<file path="config.mk">
export PLATFORM = sky130hd
export DESIGN_NAME = sdrstick_rx_mux_flat
export DESIGN_NICKNAME = d
export VERILOG_FILES = /design/src/rtl/sdrstick_rx_mux_pkg.sv /design/src/rtl/sdrstick_rx_mux_if.sv /design/src/rtl/sdrstick_rr_pick.sv /design/src/rtl/sdrstick_rx_mux.sv /design/src/flat_wrapper.sv
export SDC_FILE = /design/constraint.sdc
export NUM_CORES = 1
export LEC_CHECK = 0
export BUFFER_PORTS_ARGS = -buffer_cell sky130_fd_sc_hd__buf_2
export CORE_MARGIN = 3
export CORE_UTILIZATION = 40
export CTS_BUF_LIST = sky130_fd_sc_hd__clkbuf_4
export DETAILED_ROUTE_END_ITERATION = 16
export PLACE_DENSITY = 0.6
export SLEW_MARGIN = 10
export SYNTH_ARGS = -nofsm -noshare
export SYNTH_HDL_FRONTEND = slang
export SYNTH_SLANG_ARGS = --single-unit
</file>
<file path="constraint.sdc">
create_clock -name clk -period 9.8 [get_ports clk]
set_input_delay 0.49 -clock clk [delete_from_list [all_inputs] [get_ports clk]]
set_output_delay 0.49 -clock clk [all_outputs]
set_load 0.01 [all_outputs]
</file>
<file path="src/rtl/sdrstick_rx_mux_pkg.sv">
// Shared types and word-format constants for the receiver-to-FIFO sequencer.
package sdrstick_rx_pkg;

  typedef enum logic [1:0] {
    IDLE,
    WR_I,
    WR_Q
  } state_t;

  localparam int unsigned TAG_BIT = 31;
  localparam int unsigned CH_LSB  = 24;
  localparam int unsigned CH_W    = 4;
  localparam int unsigned MAX_RX  = 16;

  // Tagged FIFO word: I/Q tag on top, channel in 27:24, sample zero-extended below.
  function automatic logic [31:0] make_word(input logic q_tag, input logic [CH_W-1:0] ch,
                                            input logic [23:0] sample);
    logic [31:0] w;
    w                  = '0;
    w[TAG_BIT]         = q_tag;
    w[CH_LSB +: CH_W]  = ch;
    w[23:0]            = sample;
    return w;
  endfunction

endpackage

</file>
<file path="src/rtl/sdrstick_rx_mux_if.sv">
// Receiver-side strobes/samples plus FIFO write port and status of the sequencer.
interface sdrstick_rx_mux_if #(
  parameter int unsigned NUM_RX   = 4,
  parameter int unsigned SAMPLE_W = 24
);
  logic [NUM_RX-1:0]          rx_strobe;
  logic [NUM_RX*SAMPLE_W-1:0] rx_i;
  logic [NUM_RX*SAMPLE_W-1:0] rx_q;
  logic [NUM_RX-1:0]          ch_enable;
  logic [NUM_RX-1:0]          ovr_clear;
  logic                       fifo_full;
  logic [31:0]                fifo_writedata;
  logic                       fifo_write;
  logic [NUM_RX-1:0]          ovr_flag;
  logic [15:0]                drop_count;
  logic                       busy;

  modport master (
    output rx_strobe, rx_i, rx_q, ch_enable, ovr_clear, fifo_full,
    input  fifo_writedata, fifo_write, ovr_flag, drop_count, busy
  );

  modport slave (
    input  rx_strobe, rx_i, rx_q, ch_enable, ovr_clear, fifo_full,
    output fifo_writedata, fifo_write, ovr_flag, drop_count, busy
  );
endinterface

</file>
<file path="src/rtl/sdrstick_rr_pick.sv">
// Combinational round-robin search: first set request strictly after ptr, with wrap.
module sdrstick_rr_pick
  import sdrstick_rx_pkg::*;
#(
  parameter int unsigned NUM_RX = 4
) (
  input  logic [NUM_RX-1:0] req,
  input  logic [CH_W-1:0]   ptr,
  output logic [CH_W-1:0]   gnt_idx,
  output logic              gnt_valid
);

  int unsigned       idx;
  logic [NUM_RX-1:0] req_sh;

  always_comb begin
    gnt_idx   = '0;
    gnt_valid = 1'b0;
    idx       = 0;
    req_sh    = '0;
    for (int unsigned off = 1; off <= NUM_RX; off++) begin
      idx    = (32'(ptr) + off) % NUM_RX;
      req_sh = req >> idx;
      if (!gnt_valid && req_sh[0]) begin
        gnt_idx   = CH_W'(idx);
        gnt_valid = 1'b1;
      end
    end
  end

endmodule

</file>
<file path="src/rtl/sdrstick_rx_mux.sv">
// Captures per-channel I/Q strobes and drains them round-robin as tagged I-then-Q
// word pairs onto the FIFO write port, with backpressure and overrun accounting.
module sdrstick_rx_mux
  import sdrstick_rx_pkg::*;
#(
  parameter int unsigned NUM_RX   = 4,
  parameter int unsigned SAMPLE_W = 24
) (
  input logic              clk,
  input logic              reset_n,
  sdrstick_rx_mux_if.slave bus
);

  state_t              state;
  logic [NUM_RX-1:0]   pending;
  logic [SAMPLE_W-1:0] hold_i [NUM_RX];
  logic [SAMPLE_W-1:0] hold_q [NUM_RX];
  logic [SAMPLE_W-1:0] stage_i, stage_q, sel_i, sel_q;
  logic [CH_W-1:0]     rr_ptr, grant_ch, pick_idx;
  logic                pick_valid, grant_now;
  logic [NUM_RX-1:0]   req, grant_vec, drop_vec;
  logic [4:0]          drop_n;
  logic [16:0]         drop_sum;
  logic [31:0]         wdata;
  logic                wr;
  logic [NUM_RX-1:0]   ovr;
  logic [15:0]         drops;

  assign req = pending & bus.ch_enable;

  sdrstick_rr_pick #(.NUM_RX(NUM_RX)) u_pick (
    .req       (req),
    .ptr       (rr_ptr),
    .gnt_idx   (pick_idx),
    .gnt_valid (pick_valid)
  );

  always_comb begin
    grant_now = (state == IDLE) && pick_valid;
    grant_vec = '0;
    drop_vec  = '0;
    drop_n    = '0;
    sel_i     = '0;
    sel_q     = '0;
    for (int unsigned k = 0; k < NUM_RX; k++) begin
      if (CH_W'(k) == pick_idx) begin
        grant_vec[k] = grant_now;
        sel_i        = hold_i[k];
        sel_q        = hold_q[k];
      end
      drop_vec[k] = bus.ch_enable[k] & bus.rx_strobe[k] & pending[k] & ~grant_vec[k];
      drop_n      = drop_n + 5'(drop_vec[k]);
    end
    drop_sum = 17'(drops) + 17'(drop_n);
  end

  // A strobe landing on its own grant edge refills the holding register while staging takes the old sample.
  always_ff @(posedge clk or negedge reset_n) begin
    if (!reset_n) begin
      pending <= '0;
      ovr     <= '0;
      drops   <= '0;
      for (int unsigned k = 0; k < NUM_RX; k++) begin
        hold_i[k] <= '0;
        hold_q[k] <= '0;
      end
    end else begin
      for (int unsigned k = 0; k < NUM_RX; k++) begin
        if (!bus.ch_enable[k]) begin
          pending[k] <= 1'b0;
        end else if (bus.rx_strobe[k] && (!pending[k] || grant_vec[k])) begin
          hold_i[k]  <= bus.rx_i[k*SAMPLE_W +: SAMPLE_W];
          hold_q[k]  <= bus.rx_q[k*SAMPLE_W +: SAMPLE_W];
          pending[k] <= 1'b1;
        end else if (grant_vec[k]) begin
          pending[k] <= 1'b0;
        end
      end
      ovr   <= (ovr & ~bus.ovr_clear) | drop_vec;
      drops <= drop_sum[16] ? '1 : drop_sum[15:0];
    end
  end

  always_ff @(posedge clk or negedge reset_n) begin
    if (!reset_n) begin
      state    <= IDLE;
      rr_ptr   <= CH_W'(NUM_RX - 1);
      grant_ch <= '0;
      stage_i  <= '0;
      stage_q  <= '0;
      wr       <= 1'b0;
      wdata    <= '0;
    end else begin
      case (state)
        IDLE: begin
          wr <= 1'b0;
          if (grant_now) begin
            stage_i  <= sel_i;
            stage_q  <= sel_q;
            grant_ch <= pick_idx;
            rr_ptr   <= pick_idx;
            state    <= WR_I;
          end
        end
        WR_I: begin
          if (!bus.fifo_full) begin
            wdata <= make_word(1'b0, grant_ch, 24'(stage_i));
            wr    <= 1'b1;
            state <= WR_Q;
          end else begin
            wr <= 1'b0;
          end
        end
        WR_Q: begin
          if (!bus.fifo_full) begin
            wdata <= make_word(1'b1, grant_ch, 24'(stage_q));
            wr    <= 1'b1;
            state <= IDLE;
          end else begin
            wr <= 1'b0;
          end
        end
        default: begin
          wr    <= 1'b0;
          state <= IDLE;
        end
      endcase
    end
  end

  assign bus.fifo_writedata = wdata;
  assign bus.fifo_write     = wr;
  assign bus.ovr_flag       = ovr;
  assign bus.drop_count     = drops;
  assign bus.busy           = (state != IDLE);

endmodule

</file>
<file path="src/flat_wrapper.sv">
// flat-port wrapper written by rule: the top's interface ports become plain ports
module sdrstick_rx_mux_flat import sdrstick_rx_pkg::*;
#(
  parameter int unsigned NUM_RX   = 4,
  parameter int unsigned SAMPLE_W = 24
)
  (clk, reset_n, bus_rx_strobe, bus_rx_i, bus_rx_q, bus_ch_enable, bus_ovr_clear, bus_fifo_full, bus_fifo_writedata, bus_fifo_write, bus_ovr_flag, bus_drop_count, bus_busy);
  sdrstick_rx_mux_if #(.NUM_RX(NUM_RX), .SAMPLE_W(SAMPLE_W)) bus_i ();
  input logic clk;
  input logic reset_n;
  input wire logic [$bits(bus_i.rx_strobe)-1:0] bus_rx_strobe;
  input wire logic [$bits(bus_i.rx_i)-1:0] bus_rx_i;
  input wire logic [$bits(bus_i.rx_q)-1:0] bus_rx_q;
  input wire logic [$bits(bus_i.ch_enable)-1:0] bus_ch_enable;
  input wire logic [$bits(bus_i.ovr_clear)-1:0] bus_ovr_clear;
  input wire logic [$bits(bus_i.fifo_full)-1:0] bus_fifo_full;
  output wire logic [$bits(bus_i.fifo_writedata)-1:0] bus_fifo_writedata;
  output wire logic [$bits(bus_i.fifo_write)-1:0] bus_fifo_write;
  output wire logic [$bits(bus_i.ovr_flag)-1:0] bus_ovr_flag;
  output wire logic [$bits(bus_i.drop_count)-1:0] bus_drop_count;
  output wire logic [$bits(bus_i.busy)-1:0] bus_busy;
  assign bus_i.rx_strobe = bus_rx_strobe;
  assign bus_i.rx_i = bus_rx_i;
  assign bus_i.rx_q = bus_rx_q;
  assign bus_i.ch_enable = bus_ch_enable;
  assign bus_i.ovr_clear = bus_ovr_clear;
  assign bus_i.fifo_full = bus_fifo_full;
  assign bus_fifo_writedata = bus_i.fifo_writedata;
  assign bus_fifo_write = bus_i.fifo_write;
  assign bus_ovr_flag = bus_i.ovr_flag;
  assign bus_drop_count = bus_i.drop_count;
  assign bus_busy = bus_i.busy;
  sdrstick_rx_mux #(.NUM_RX(NUM_RX), .SAMPLE_W(SAMPLE_W)) u_core (.clk(clk), .reset_n(reset_n), .bus(bus_i));
endmodule
</file>
==> impl_metrics.json, run 1 <==
{
  "antenna_found_initial": 1,
  "antenna_left": 0,
  "synth_warnings": 0,
  "grt_usage_pct": 24.58,
  "synthArstFlopShare_pct": 100.0,
  "yosysTopAreaCellShare_pct": 56.46,
  "max_slew_margin_pct": 19.04,
  "p_int_mw": 2.925,
  "initial_utilization_pct": 41.05,
  "required_ns": 10.43,
  "post_drt_wl_per_cell_microns": 20.40,
  "synth_ff_type": "dfrtp_1",
  "postCtsSetupBuffers": 0,
  "cts_tree": "built",
  "end_kind": "register",
  "cp.arrival_ns": 6.09,
  "clock_latency_ns": 0.75,
  "grt_max_degree": 180,
  "maxCapViolations": 0,
  "synthMuxAreaShare_pct": 15.11,
  "power_frac_comb_pct": 29.8,
  "ys_ff_latch": 298,
  "gp_congestion": 0.8953,
  "drtPass1Iterations": 6,
  "finalHoldViolations": 0,
  "setup_viol": 0,
  "dr.first_iter.drc_count": 629,
  "yosysSeqAreaShare_pct": 56.86,
  "finalMaxSlewViolations": 0,
  "endpoint": "u_core.bus.drop_count[6]$_DFF_PN0_",
  "cts.path.max_buffers": 3,
  "seqPwrFrac_pct": 45.1,
  "finalCriticalPeriod_ns": 5.466,
  "die_area_sq_um": 35010,
  "leakage_nw": 8.199,
  "skew_ns": 0.05358,
  "synthesis.instances": 1155,
  "routed_wirelength_mm": 43.26,
  "pwr-share-clk_pct": 25.1,
  "die_h_microns": 187.1,
  "worst_pin_slew_ns": 1.214,
  "dp_hpwl_mm": 26.08,
  "synthSimpleGateAreaFrac_pct": 10.02,
  "cts-htree-levels": 3,
  "first_global_vias": 11710,
  "final.setup.worst_slack_ns": 4.334,
  "worst_r2r_path_depth": 16,
  "grt.overflow.total": 0,
  "io-pin-count": 261,
  "grt_pass1_wl_mm": 67.53,
  "drive_gt1_share_pct": 32.94,
  "ir_worst_vdd_uv": 131.1,
  "crit_type": "register to register",
  "netlist_top_cells_area": "dfrtp_1 56%, mux2_2 10%, nand2_1 8.5%",
  "vias": 11190,
  "die_width_microns": 187.1,
  "max_freq_mhz": 182.9,
  "synth_top_cell_by_area": "dfrtp_1",
  "min_path_type": "input pin to register",
  "synthesis.area_sq_um": 13120,
  "timing.rr.start": "u_core.pending[1]$_DFFE_PN0P_",
  "syn_avg_cell_area_sq_um": 11.36,
  "setup_tns_ns": 0,
  "drc_errors": 0,
  "fin_crit_sh_pct": 55.78,
  "power_density_nw_per_um2": 256.1,
  "num_rows": 65,
  "rrSetupSlack_ns": 4.33,
  "place_ws_ns": 4.196,
  "synth_edf_count": 0,
  "portBuffers": 255,
  "synth.distinct_cells": 51,
  "synth_compound_area_share_pct": 12.48,
  "root_buffer": "clkbuf_4",
  "worst-path-max-fanout": 53,
  "clkTransAtPathRegs_ns": 0.07,
  "switching_share_pct": 35.78,
  "synthAdderAreaFrac_pct": 1.068,
  "synthToLayoutAreaGrowth_pct": 35.54,
  "crit_path_start_kind": "register",
  "rsz0062_at_grt": "false",
  "routed_via_density": 5.275,
  "status": "completed",
  "synth_top_family_by_area": "multiplexers",
  "crit_start": "u_core.pending[1]$_DFFE_PN0P_",
  "finalNetCount": 1840,
  "core_area_sq_um": 31960,
  "synthXorXnorAreaFrac_pct": 0.6676,
  "reg2reg_to": "u_core.bus.drop_count[6]$_DFF_PN0_",
  "cts_buffers": 84,
  "p_switching_mw": 1.630,
  "cts.sinks": 298
}
[logic make-up after synthesis]
| logic type | count (synthesis) |
|---|---|
| other cells | 1 |
| fa+ha+maj | 10 |
| simple gates | 333 |
| compound gates | 221 |
| mux | 172 |
| buf+inv | 110 |
| flops | 298 |
| xor+xnor | 10 |
[cell type report]
| class | count | area [sq um] |
|---|---|---|
| Antenna cell | 1 | 2.502 |
| Clock buffer | 122 | 915.9 |
| Clock inverter | 26 | 137.6 |
| Fill cell | 2744 | 14180 |
| Inverter | 18 | 67.56 |
| Multi-Input combinational cell | 751 | 5240 |
| Sequential cell | 298 | 7460 |
| Tap cell | 435 | 544.3 |
| Timing Repair Buffer | 470 | 3416 |
[cell usage after synthesis, types with 6 or more instances]
cell type  number
dfrtp_1       296
nand2_1       296
mux2_2        117
clkbuf_1       65
o22ai_1        50
a32oi_1        49
o221ai_1       48
o21ai_0        29
mux2i_1        24
mux2_4         20
inv_1          18
a21oi_1        16
buf_2          14
mux2_1         11
ha_1            8
nor2_1          7
buf_6           6
nand3_1         6
[registers in the layout, indices dropped and copies added, names as in the netlist]
name	flops
u_core.stage_i	24
u_core.bus.drop_count	16
u_core.rr_ptr	2
u_core.grant_ch	2
u_core.pending	4
u_core.state	2
u_core.bus.ovr_flag	4
u_core.bus.fifo_write	1
u_core.bus.fifo_writedata	27
u_core.stage_q	24
u_core.hold_i	96
u_core.hold_q	96
[stage by stage]
stage / cells / util (%) / hold WS, ns / power [mW] / area [sq um]
finish: 2121 / 55.64 / 0.08034 / 4.555 / 17780
CTS: 2120 / 55.63 / 0.008746 / 4.585 / 17780
global placement: 1771 / 46.04 / 0.4591 / 3.332 / 14720
detailed placement: 1771 / 46.04 / 0.4645 / 3.361 / 14720
floorplan: 1159 / - / 0.1944 / 2.820 / 13140
global route: 2121 / 55.64 / 0.03632 / 4.851 / 17780
[routing by layer]
metal / track usage, % / share of wire (%) / vias to the layer above
met1: 33.11 / 44 / 5540
met5: 0 / 0 / -
met2: 39.75 / 47 / 460
met4: 7.415 / 2.5 / 0
met3: 5.735 / 6.2 / 94
li1: - / - / 5095
[critical path, stage by stage (launching register included)]
cell,delay [ns]
dfrtp_1,0.42
nand2_1,0.19
o31ai_1,0.48
a211o_2,0.97
a21oi_1,0.22
ha_1,0.36
inv_1,0.07
fa_1,0.41
inv_1,0.07
ha_1,0.16
inv_1,0.06
fa_1,0.39
nand2b_1,0.19
a21oi_1,0.31
nand4_1,0.26
or3_1,0.63
o21ai_0,0.16
[power by group through the flow]
stage                     clock (mW)  sequential (mW)  combinational [mW]
after global routing            1.24             2.11                1.50
after floorplan                    0             1.92               0.900
final                           1.14             2.06                1.36
after CTS                       1.17             2.05                1.36
after global placement             0             2.06                1.27
after detailed placement           0             2.07                1.29
[layout by cell type (no fill, tap or decap), types with 3 or more instances in the layout]
master | netlist | layout
clkbuf_4 | 0 | 122
a21oi_1 | 16 | 15
o22ai_1 | 50 | 50
ha_1 | 8 | 7
inv_2 | 0 | 3
mux2_1 | 11 | 11
nand2_1 | 296 | 296
o221ai_1 | 48 | 48
a22o_1 | 4 | 4
inv_1 | 18 | 18
dfrtp_1 | 296 | 296
clkinvlp_4 | 0 | 3
mux2i_1 | 24 | 24
mux2_4 | 20 | 20
a22oi_1 | 3 | 3
o21ai_0 | 29 | 29
nor2_1 | 7 | 7
xnor2_1 | 5 | 5
nand2b_1 | 4 | 3
dlygate4sd3_1 | 0 | 201
nand4_1 | 4 | 4
buf_4 | 5 | 13
nor3_1 | 5 | 5
a32oi_1 | 49 | 49
nand3_1 | 6 | 6
clkinv_1 | 0 | 17
buf_2 | 14 | 254
mux2_2 | 117 | 117
a21o_1 | 5 | 5
xor2_1 | 5 | 5
conb_1 | 1 | 5
[how the worst min path moves through the flow]
| stage | startpoint | end | cells past startpoint |
|---|---|---|---|
| final | bus_ovr_clear[2] | u_core.bus.ovr_flag[2]$_DFF_PN0_ | 3 |
| after global routing | bus_ovr_clear[2] | u_core.bus.ovr_flag[2]$_DFF_PN0_ | 3 |
| after CTS | bus_ovr_clear[2] | u_core.bus.ovr_flag[2]$_DFF_PN0_ | 3 |
| after detailed placement | u_core.grant_ch[1]$_DFFE_PN0P_ | u_core.grant_ch[1]$_DFFE_PN0P_ | 2 |
| after global placement | u_core.bus.fifo_writedata[23]$_DFFE_PN0P_ | u_core.bus.fifo_writedata[23]$_DFFE_PN0P_ | 2 |
| after floorplan | reset_n | u_core.bus.drop_count[0]$_DFF_PN0_ | 0 |
[what timing repair did]
action                    in CTS  in global routing
resized for setup              0                  0
hold buffers                 201                  0
hold endpoints to repair     317                  0
Note: power is estimated with default switching activity, not from simulation.
==> inputs of run 2 (changes only) <==
--- a/config.mk
+++ b/config.mk
@@ -5,12 +5,13 @@
 export SDC_FILE = /design/constraint.sdc
 export NUM_CORES = 1
 export LEC_CHECK = 0
+export ABC_AREA = 1
 export BUFFER_PORTS_ARGS = -buffer_cell sky130_fd_sc_hd__buf_2
 export CORE_MARGIN = 3
 export CORE_UTILIZATION = 40
 export CTS_BUF_LIST = sky130_fd_sc_hd__clkbuf_4
 export DETAILED_ROUTE_END_ITERATION = 16
-export PLACE_DENSITY = 0.6
+export PLACE_DENSITY = 0.62
 export SLEW_MARGIN = 10
 export SYNTH_ARGS = -nofsm -noshare
 export SYNTH_HDL_FRONTEND = slang
==> constraint.sdc (replaced) <==
create_clock -name clk -period 5.01 [get_ports clk]
set_input_delay 0.2505 -clock clk [delete_from_list [all_inputs] [get_ports clk]]
set_output_delay 0.2505 -clock clk [all_outputs]
set_load 0.01 [all_outputs]
==> impl_metrics.json, run 2 <==
{
  "status": "completed",
  "crit_path_start_kind": "register",
  "max_freq_mhz": 213.7,
  "root_buffer": "clkbuf_4",
  "clkTransAtPathRegs_ns": 0.07,
  "use_met3_pct": 5.487,
  "synthToLayoutAreaGrowth_pct": 33.41,
  "finalMaxSlewViolations": 0,
  "cts-htree-levels": 3,
  "cts_buffers": 85,
  "core_area_sq_um": 34970,
  "grt.overflow.total": 0,
  "antenna_left": 0,
  "regArea_sq_um": 7460,
  "setup_viol": 0,
  "initial_utilization_pct": 41.02,
  "routed_wirelength_mm": 50.68,
  "cp.arrival_ns": 5.33,
  "drtPass1Iterations": 6,
  "drc_errors": 0,
  "synthArstFlopShare_pct": 100.0,
  "dr.first_iter.drc_count": 1290,
  "grt_usage_pct": 26.13,
  "end_kind": "register",
  "power_frac_comb_pct": 47.7,
  "p_switching_mw": 5.603,
  "ir_worst_vdd_uv": 625.3,
  "required_ns": 5.66,
  "globalRouteMet2Util_pct": 42.56,
  "grt_max_degree": 112,
  "synth_edf_count": 0,
  "routed_via_density": 5.102,
  "p_int_mw": 6.601,
  "min_path_type": "input pin to asynchronous set/reset pin",
  "power_density_nw_per_um2": 637.8,
  "dp_hpwl_mm": 30.63,
  "worst_pin_slew_ns": 1.299,
  "drive_gt1_share_pct": 19.65,
  "yosysSeqAreaShare_pct": 52.01,
  "num_rows": 68,
  "die_area_sq_um": 38160,
  "gp_congestion": 0.8536,
  "pwr-share-clk_pct": 19.7,
  "grt_use_met1_pct": 34.29,
  "worst-path-max-fanout": 6,
  "seqPwrFrac_pct": 32.7,
  "clock_latency_ns": 0.74,
  "worst_r2r_path_depth": 27,
  "synthesis.area_sq_um": 14340,
  "finalHoldViolations": 0,
  "yosysTopAreaCellShare_pct": 51.64,
  "fin_hold_ws_ns": 0.1654,
  "die_h_microns": 195.4,
  "synth_warnings": 0,
  "antenna_found_initial": 2,
  "final_cell_mix": "732 x nand2_1, 333 x nand3_1, 296 x dfrtp_1, 254 x buf_2, 213 x dlygate4sd3_1",
  "cts_tree": "built",
  "synth_ff_type": "dfrtp_1",
  "finalNetCount": 2491,
  "ys_ff_latch": 298,
  "leakage_nw": 10.26,
  "yosysMostFrequentCell": "nand2_1",
  "synth.distinct_cells": 35,
  "synth_top_cell_by_area": "dfrtp_1",
  "switching_share_pct": 45.91,
  "grt_pass1_wl_mm": 79.01,
  "die_width_microns": 195.4,
  "multi_input_area_sq_um": 5958,
  "synthesis.instances": 1811,
  "cts.path.max_buffers": 3,
  "final_common_cell": "nand2_1",
  "vias": 14250,
  "crit_type": "register to register",
  "setup_tns_ns": 0,
  "max_slew_margin_pct": 13.12,
  "busiest_layer": "met2",
  "portBuffers": 255,
  "cts.sinks": 298,
  "finalCriticalPeriod_ns": 4.680,
  "fin_crit_sh_pct": 93.41,
  "syn_avg_cell_area_sq_um": 7.920,
  "maxCapViolations": 0,
  "first_global_vias": 14470,
  "io-pin-count": 261,
  "yosys-top-cells-count": "736 x nand2_1, 335 x nand3_1, 296 x dfrtp_1",
  "netlist_top_cells_area": "dfrtp_1 52%, nand2_1 19%, nand3_1 12%",
  "fillers": 3273,
  "post_drt_wl_per_cell_microns": 18.14,
  "skew_ns": 0.04101
}
-- run 2: kinds of logic after synthesis --
kind of cell    after synthesis  synth area share (%)
buf+inv                     216                 6.953
fa+ha+maj                    10                0.9771
compound gates               99                 4.109
xor+xnor                      3                0.1832
flops                       298                 52.01
simple gates               1184                 35.74
other cells                   1               0.02615
-- run 2: final cells by class --
class	instances	share of cell area, %
Multi-Input combinational cell	1301	31.14
Clock inverter	18	0.7716
Inverter	92	1.805
Tap cell	455	2.975
Sequential cell	298	38.99
Antenna cell	2	0.02616
Timing Repair Buffer	496	19.16
Clock buffer	131	5.140
-- run 2: final timing paths --
path | from | endpoint | slack [ns]
max | u_core.rr_ptr[0]$_DFFE_PN1P_ | u_core.bus.drop_count[14]$_DFF_PN0_ | 0.33
min | reset_n | u_core.bus.drop_count[8]$_DFF_PN0_ | 0.17
max reg2reg | u_core.rr_ptr[0]$_DFFE_PN1P_ | u_core.bus.drop_count[14]$_DFF_PN0_ | 0.33
min reg2reg | u_core.hold_q[55]$_DFFE_PN0P_ | u_core.hold_q[55]$_DFFE_PN0P_ | 0.46
max in group asynchronous | reset_n | u_core.hold_q[79]$_DFFE_PN0P_ | 3.74
min in group clk | bus_rx_q[17] | u_core.hold_q[89]$_DFFE_PN0P_ | 0.26
-- run 2: timing repair --
item / CTS / global route
gates resized for setup: 1 / 8
pin swaps: 0 / 2
hold buffers: 213 / 0
endpoints found under the setup margin: 2 / 16
hold endpoints to repair: 313 / 0
setup buffers: 0 / 6
-- run 2: metal layers --
| layer | vias up | routed length [microns] |
|---|---|---|
| met5 | - | 0 |
| met4 | 0 | 1538 |
| met3 | 119 | 3395 |
| met2 | 595 | 24260 |
| met1 | 6735 | 21480 |
| li1 | 6801 | - |
-- run 2: power groups by stage --
stage | Combinational, mW | Sequential (mW) | Clock (mW)
finish | 5.82 | 3.99 | 2.40
global route | 6.49 | 4.09 | 2.60
CTS | 5.72 | 3.97 | 2.47
detailed placement | 5.55 | 4.00 | 0
global placement | 5.45 | 3.99 | 0
floorplan | 3.82 | 3.90 | 0
-- run 2: stage by stage --
step / utilization (%) / instance area [sq um] / power (mW) / instances / setup WS [ns]
5_1_grt: 54.72 / 19130 / 13.18 / 2793 / -0.02814
2_1_floorplan: - / 14360 / 7.719 / 1815 / 0.8459
4_1_cts: 54.51 / 19060 / 12.16 / 2785 / 0.04365
3_3_place_gp: 45.17 / 15790 / 9.431 / 2423 / 0.1385
3_5_place_dp: 45.17 / 15790 / 9.556 / 2423 / -0.03419
6_report: 54.72 / 19130 / 12.20 / 2793 / 0.3302
-- run 2: worst max-delay path, cell delays in order (launching register included) --
cell	delay, ns
dfstp_2	0.59
dlymetal6s2s_1	0.21
nand3_1	0.10
nand2_1	0.13
nand2_1	0.12
nand2_2	0.11
nor2_4	0.05
nand3b_1	0.15
nand2_1	0.12
nor2_4	0.13
nand3_2	0.13
nand3_1	0.12
inv_1	0.05
ha_1	0.26
inv_1	0.04
fa_1	0.43
inv_1	0.07
ha_1	0.16
inv_1	0.05
fa_1	0.41
o21ai_2	0.21
nand3_1	0.09
nor2_1	0.12
nand2_1	0.08
inv_1	0.14
nand2_1	0.14
o21ai_0	0.17
a21boi_1	0.20
